## src/rtl/case_lut_pkg.sv

```systemverilog
// Shared defaults and the id-width helper for the case_lut_arb slice.
package case_lut_pkg;

  localparam int unsigned NREQ_DEF      = 4;
  localparam int unsigned AW_DEF        = 4;
  localparam int unsigned MAX_BURST_DEF = 4;

  function automatic int unsigned clog2(input int unsigned v);
    int unsigned r;
    r = 0;
    for (int unsigned i = 0; i < 32; i++)
      if ((64'd1 << i) < 64'(v)) r = i + 1;
    return r;
  endfunction

endpackage

```

## src/rtl/case_lut_arb_rr.sv

```systemverilog
// rr_arb: round-robin pick of the first requester after ptr (the last granted index).
module rr_arb
  import case_lut_pkg::*;
#(
  parameter  int unsigned NREQ = NREQ_DEF,
  localparam int unsigned IW   = clog2(NREQ)
) (
  input  logic [NREQ-1:0] req,
  input  logic [IW-1:0]   ptr,
  output logic [NREQ-1:0] gnt,
  output logic [IW-1:0]   idx
);

  logic            found;
  logic [NREQ-1:0] cand;

  always_comb begin
    gnt   = '0;
    idx   = '0;
    found = 1'b0;
    cand  = '0;
    for (int unsigned k = 1; k <= NREQ; k++) begin
      cand = NREQ'(1) << ((32'(ptr) + k) % NREQ);
      if (!found && ((req & cand) != '0)) begin
        found = 1'b1;
        gnt   = cand;
        idx   = IW'((32'(ptr) + k) % NREQ);
      end
    end
  end

endmodule

```

## src/rtl/case_lut_arb.sv

```systemverilog
// case_lut_arb: 1-bit lookup table shared by NREQ round-robin requesters.
// Define CASE_LUT_ARB_LOCK_EN to let a requester keep the grant for up to MAX_BURST acceptances.
module case_lut_arb
  import case_lut_pkg::*;
#(
  parameter  int unsigned NREQ      = NREQ_DEF,
  parameter  int unsigned AW        = AW_DEF,
  parameter  int unsigned MAX_BURST = MAX_BURST_DEF,
  localparam int unsigned IW        = clog2(NREQ)
) (
  input  logic               clk,
  input  logic               rst_n,
  input  logic               cfg_we,
  input  logic [AW-1:0]      cfg_addr,
  input  logic               cfg_data,
  input  logic [NREQ-1:0]    req,
  input  logic [NREQ*AW-1:0] addr,
  output logic [NREQ-1:0]    gnt,
  output logic               vld,
  output logic               q,
  output logic [IW-1:0]      q_id
);

  if (NREQ < 2 || NREQ > 8 || MAX_BURST < 1) begin : g_cfg_check
    $error("case_lut_arb: unsupported parameter set");
  end

  logic [2**AW-1:0] tbl;
  logic [IW-1:0]    last;
  logic [NREQ-1:0]  rr_req;
  logic [NREQ-1:0]  rr_gnt;
  logic [IW-1:0]    rr_idx;
  logic [IW-1:0]    gnt_idx;
  logic [AW-1:0]    sel_addr;
  logic             acc;

  // Table writes win: masking the arbiter input suppresses every grant.
  assign rr_req = cfg_we ? '0 : req;

  rr_arb #(.NREQ(NREQ)) u_arb (
    .req (rr_req),
    .ptr (last),
    .gnt (rr_gnt),
    .idx (rr_idx)
  );

`ifdef CASE_LUT_ARB_LOCK_EN
  localparam int unsigned BW = clog2(MAX_BURST + 1);

  logic [BW-1:0] burst;
  logic          lock_hit;

  // A nonzero burst means 'last' was accepted in the previous cycle.
  assign lock_hit = !cfg_we && req[last] && (burst != '0) && (burst < BW'(MAX_BURST));
  assign gnt      = lock_hit ? (NREQ'(1) << last) : rr_gnt;
  assign gnt_idx  = lock_hit ? last : rr_idx;

  always_ff @(posedge clk or negedge rst_n) begin
    if (!rst_n)        burst <= '0;
    else if (!acc)     burst <= '0;
    else if (lock_hit) burst <= burst + BW'(1);
    else               burst <= BW'(1);
  end
`else
  assign gnt     = rr_gnt;
  assign gnt_idx = rr_idx;
`endif

  assign acc = |gnt;

  always_comb begin
    sel_addr = '0;
    for (int unsigned i = 0; i < NREQ; i++)
      if (gnt[i]) sel_addr = addr[i*AW +: AW];
  end

  always_ff @(posedge clk or negedge rst_n) begin
    if (!rst_n) begin
      tbl  <= '0;
      vld  <= 1'b0;
      q    <= 1'b0;
      q_id <= '0;
      last <= IW'(NREQ - 1);
    end else begin
      if (cfg_we) tbl[cfg_addr] <= cfg_data;
      vld <= acc;
      if (acc) begin
        q    <= tbl[sel_addr];
        q_id <= gnt_idx;
        last <= gnt_idx;
      end
    end
  end

endmodule

```

## config.mk

```make
export PLATFORM = sky130hd
export DESIGN_NAME = case_lut_arb
export DESIGN_NICKNAME = d
export VERILOG_FILES = /design/src/rtl/case_lut_pkg.sv /design/src/rtl/case_lut_arb_rr.sv /design/src/rtl/case_lut_arb.sv
export SDC_FILE = /design/constraint.sdc
export NUM_CORES = 1
export LEC_CHECK = 0
export ABC_CLOCK_PERIOD_IN_PS = 3600
export CORE_MARGIN = 3
export CORE_UTILIZATION = 45
export CTS_BUF_LIST = sky130_fd_sc_hd__clkbuf_16
export DETAILED_ROUTE_END_ITERATION = 6
export GPL_ROUTABILITY_DRIVEN = 0
export PLACE_DENSITY = 0.73
export SLEW_MARGIN = 20
export SYNTH_ARGS = -nofsm -noshare
export SYNTH_HDL_FRONTEND = slang
export SYNTH_HIERARCHICAL = 1
export SYNTH_SLANG_ARGS = --single-unit
```

## constraint.sdc

```tcl
create_clock -name clk -period 3.6 [get_ports clk]
set_input_delay 1.08 -clock clk [delete_from_list [all_inputs] [get_ports clk]]
set_output_delay 1.08 -clock clk [all_outputs]
set_load 0.05 [all_outputs]
```

==> reports/qor.txt <==
Die footprint = 4741 µm²
Synthesized area = 1778 µm²
H-tree levels = 1
Later-pin clock latency in the skew report = 0.26 ns
Worst ir drop on vdd = 592.1 µV
Congestion Overflow GR = 0
Root buffer cell = clkbuf_16
Vias in the first global route = 1830
Pre-antenna DRT Iters = 7
Antenna diodes = 0
Final hold viol count = 0
Top cell type by total area after synthesis = dfrtp_1
CP endpoint = gnt[2]
CTS tree = yes
Post-route ant nets = 0
Routed vias = 1955
Clk buf depth = 2
Post-synth EDFFs = 0
Failing checks = negative setup slack
CP startpoint = cfg_we
First-pass GRT wire length = 8776 µm
Rows = 22
Most area-consuming cells after synthesis = dfrtp_1, mux2_2, mux2i_1
CTS Hold Buffers Added = 0
Headroom to the max-slew limit = 0.3221
Synthesized instance count = 189
Antenna violations before repair = 0
Cell variety after synth = 44
PortBufs = 35
Nets = 302
CP endpoint kind = output port
Die span in x = 68.86 µm
Final worst-path cycle share = 1.088
Clock Skew = 0.005670 ns
Count leader, synth = nand2_1
Core area = 3744 µm²
Worst min path class = reg -> reg
Chip Height = 68.86 µm
Setup crit start kind = primary input
Clock sink count = 22
Top cells by count, synth = nand2_1, dfrtp_1, mux2_2, nor2_1, mux2i_1
Clk slew on worst S/H paths = 0.05 ns
Max-cap viol count = 0
GRT Util Overall = 0.2463
Routed vias/inst = 6.226
I/O pin total = 36
Syn. warnings = 6
Iteration-0 DRC Markers = 123
Mean Syn Cell Area = 9.407 µm²
Status = finished with violations
Finished Core Util = 0.7540
Most used cell, CP = buf_12
CP arrival = 2.84 ns
Worst reg2reg path depth = 15
Initial core utilization = 0.4749
Area Overhead vs Synth = 58.76%
Layout cells sized above 1 = 0.4361
Num CTS Buffers = 3
Achievable Freq = 255.4 MHz
Leakage = 1.214 nW
Worst r2r src = last[0]
Final slew viol count = 0
RSZ-0062 raised after global routing = true
Setup WS post-layout = -0.3157 ns
Worst Max-Slew Pin Slew = 1.014 ns
Post-detail-place hpwl = 3625 µm
Reg2Reg Setup Slack = -0.08 ns
Register area share after synthesis = 0.3110
Routed WL per cell = 20.07 µm
Post-synth top area share = 0.2815
P per Cell Area = 1071 nW/µm²
Hold slack = 0.4876 ns
Crit path required time = 2.52 ns
Routed wire length = 6302 µm
Reg-to-reg endpoint = q
Crit path max-delay cell type = a222oi_1
CP Class = in -> out
Post-Synthesis Net Count = 224
Ys async rst share = 1.000
Largest net degree at the start of global routing = 23
# fillers = 259
Final Setup Violations = 5
Critical Path Fanout Max = 5
Fin crit period = 3.916 ns
#FFs+latches synth = 22
DRC violations left = 0
Slowest Stage Delay on Critical Path = 0.38 ns
Main synth FF type = dfrtp_1
Critical path, cell by cell = buf_12 -> nor2b_4 -> a22oi_2 -> and2_4 -> a311o_1 -> a222oi_1 -> buf_4 -> buf_12
[timing repair]
| action | CTS | global route |
|---|---|---|
| resized for setup | 18 | 31 |
| pin swaps | 14 | 14 |
| setup buffers | 13 | 10 |
| cloned | 0 | 0 |
| endpoints found under the setup margin | 5 | 5 |
| hold endpoints to repair | 0 | 0 |
[routing by layer]
layer	share of wire	vias up	track usage	routed length [µm]
li1	-	858	-	-
met1	0.40	928	0.3280	2494
met2	0.45	125	0.3881	2823
met3	0.091	44	0.04052	571
met4	0.066	0	0.1168	413
met5	0	-	0	0
[how the worst min path moves through the flow]
stage | to | startpoint | slack [ns] | cells after the start
finish | q_id[0] | q_id[0] | 0.49 | 2
floorplan | last[1] | last[1] | 0.47 | 2
CTS | last[1] | last[1] | 0.49 | 2
global route | last[0] | last[0] | 0.52 | 2
global placement | q_id[0] | q_id[0] | 0.46 | 2
detailed placement | q_id[1] | q_id[1] | 0.47 | 2
[placed cells by master (no fill, tap or decap), drive strengths merged, types with 2 or more instances in the layout]
| cell | n |
|---|---|
| nor3 | 5 |
| dfrtp | 20 |
| a221oi | 2 |
| a22oi | 10 |
| nor4 | 4 |
| nand2 | 22 |
| nand2b | 2 |
| a22o | 4 |
| buf | 51 |
| mux2 | 16 |
| and2 | 2 |
| dfstp | 2 |
| nand3b | 6 |
| clkdlybuf4s50 | 26 |
| a21oi | 7 |
| nor2b | 7 |
| nand3 | 4 |
| a211oi | 8 |
| o21ai | 3 |
| nor2 | 14 |
| clkbuf | 7 |
| mux2i | 12 |
| inv | 8 |
| o2bb2ai | 2 |
| nor3b | 3 |
| ha | 7 |
| a211o | 2 |
[cell families after synthesis]
group,count (synthesis),synth area share
multiplexers,28,0.1689
AO/OA/AOI/OAI,48,0.2217
adder cells (fa/ha/maj),7,0.04926
AND/OR/NAND/NOR,69,0.2055
buffers and inverters,15,0.04363
flip-flops,22,0.3110
[final cells by class]
class                      count  area [µm²]  share of cell area
clock buffer                   3       75.07             0.02660
clock inverter                 1       3.754            0.001330
inverter                       7       26.28            0.009309
multi-input combinational    152        1351              0.4787
sequential                    22       553.0              0.1959
tap                           48       60.06             0.02128
timing repair buffer          81       753.2              0.2668
[report_power, final]
part / switching [mW] / leakage, nW / internal, mW
Combinational: 1.25 / 0.907 / 1.14
Sequential: 0.0537 / 0.265 / 0.339
Clock: 0.0879 / 0.0423 / 0.148
Total: 1.39 / 1.21 / 1.63
[registers in the layout, summed over array words and instances, names as in the netlist]
register,flops
q,1
tbl,16
last,2
vld,1
q_id,2
[through the flow]
| stage | TNS [ns] | instances | power, mW | cell area, µm² | setup WS [ns] |
|---|---|---|---|---|---|
| 6_report | -0.8862 | 314 | 3.023 | 2823 | -0.3157 |
| 5_1_grt | -1.270 | 314 | 3.199 | 2823 | -0.3826 |
| 4_1_cts | -1.254 | 305 | 2.742 | 2664 | -0.3465 |
| 3_5_place_dp | -3.837 | 288 | 2.405 | 2449 | -0.7328 |
| 3_3_place_gp | -3.231 | 288 | 2.338 | 2449 | -0.5900 |
| 2_1_floorplan | -3.446 | 189 | 1.733 | 1859 | -1.112 |
[critical path, delay by kind of cell]
family | cells | cell delay (ns)
and+or+nand+nor | 2 | 0.43
buffers and inverters | 3 | 0.45
AOI/OAI and AO/OA | 3 | 0.87
(Power assumes the default switching activity.)
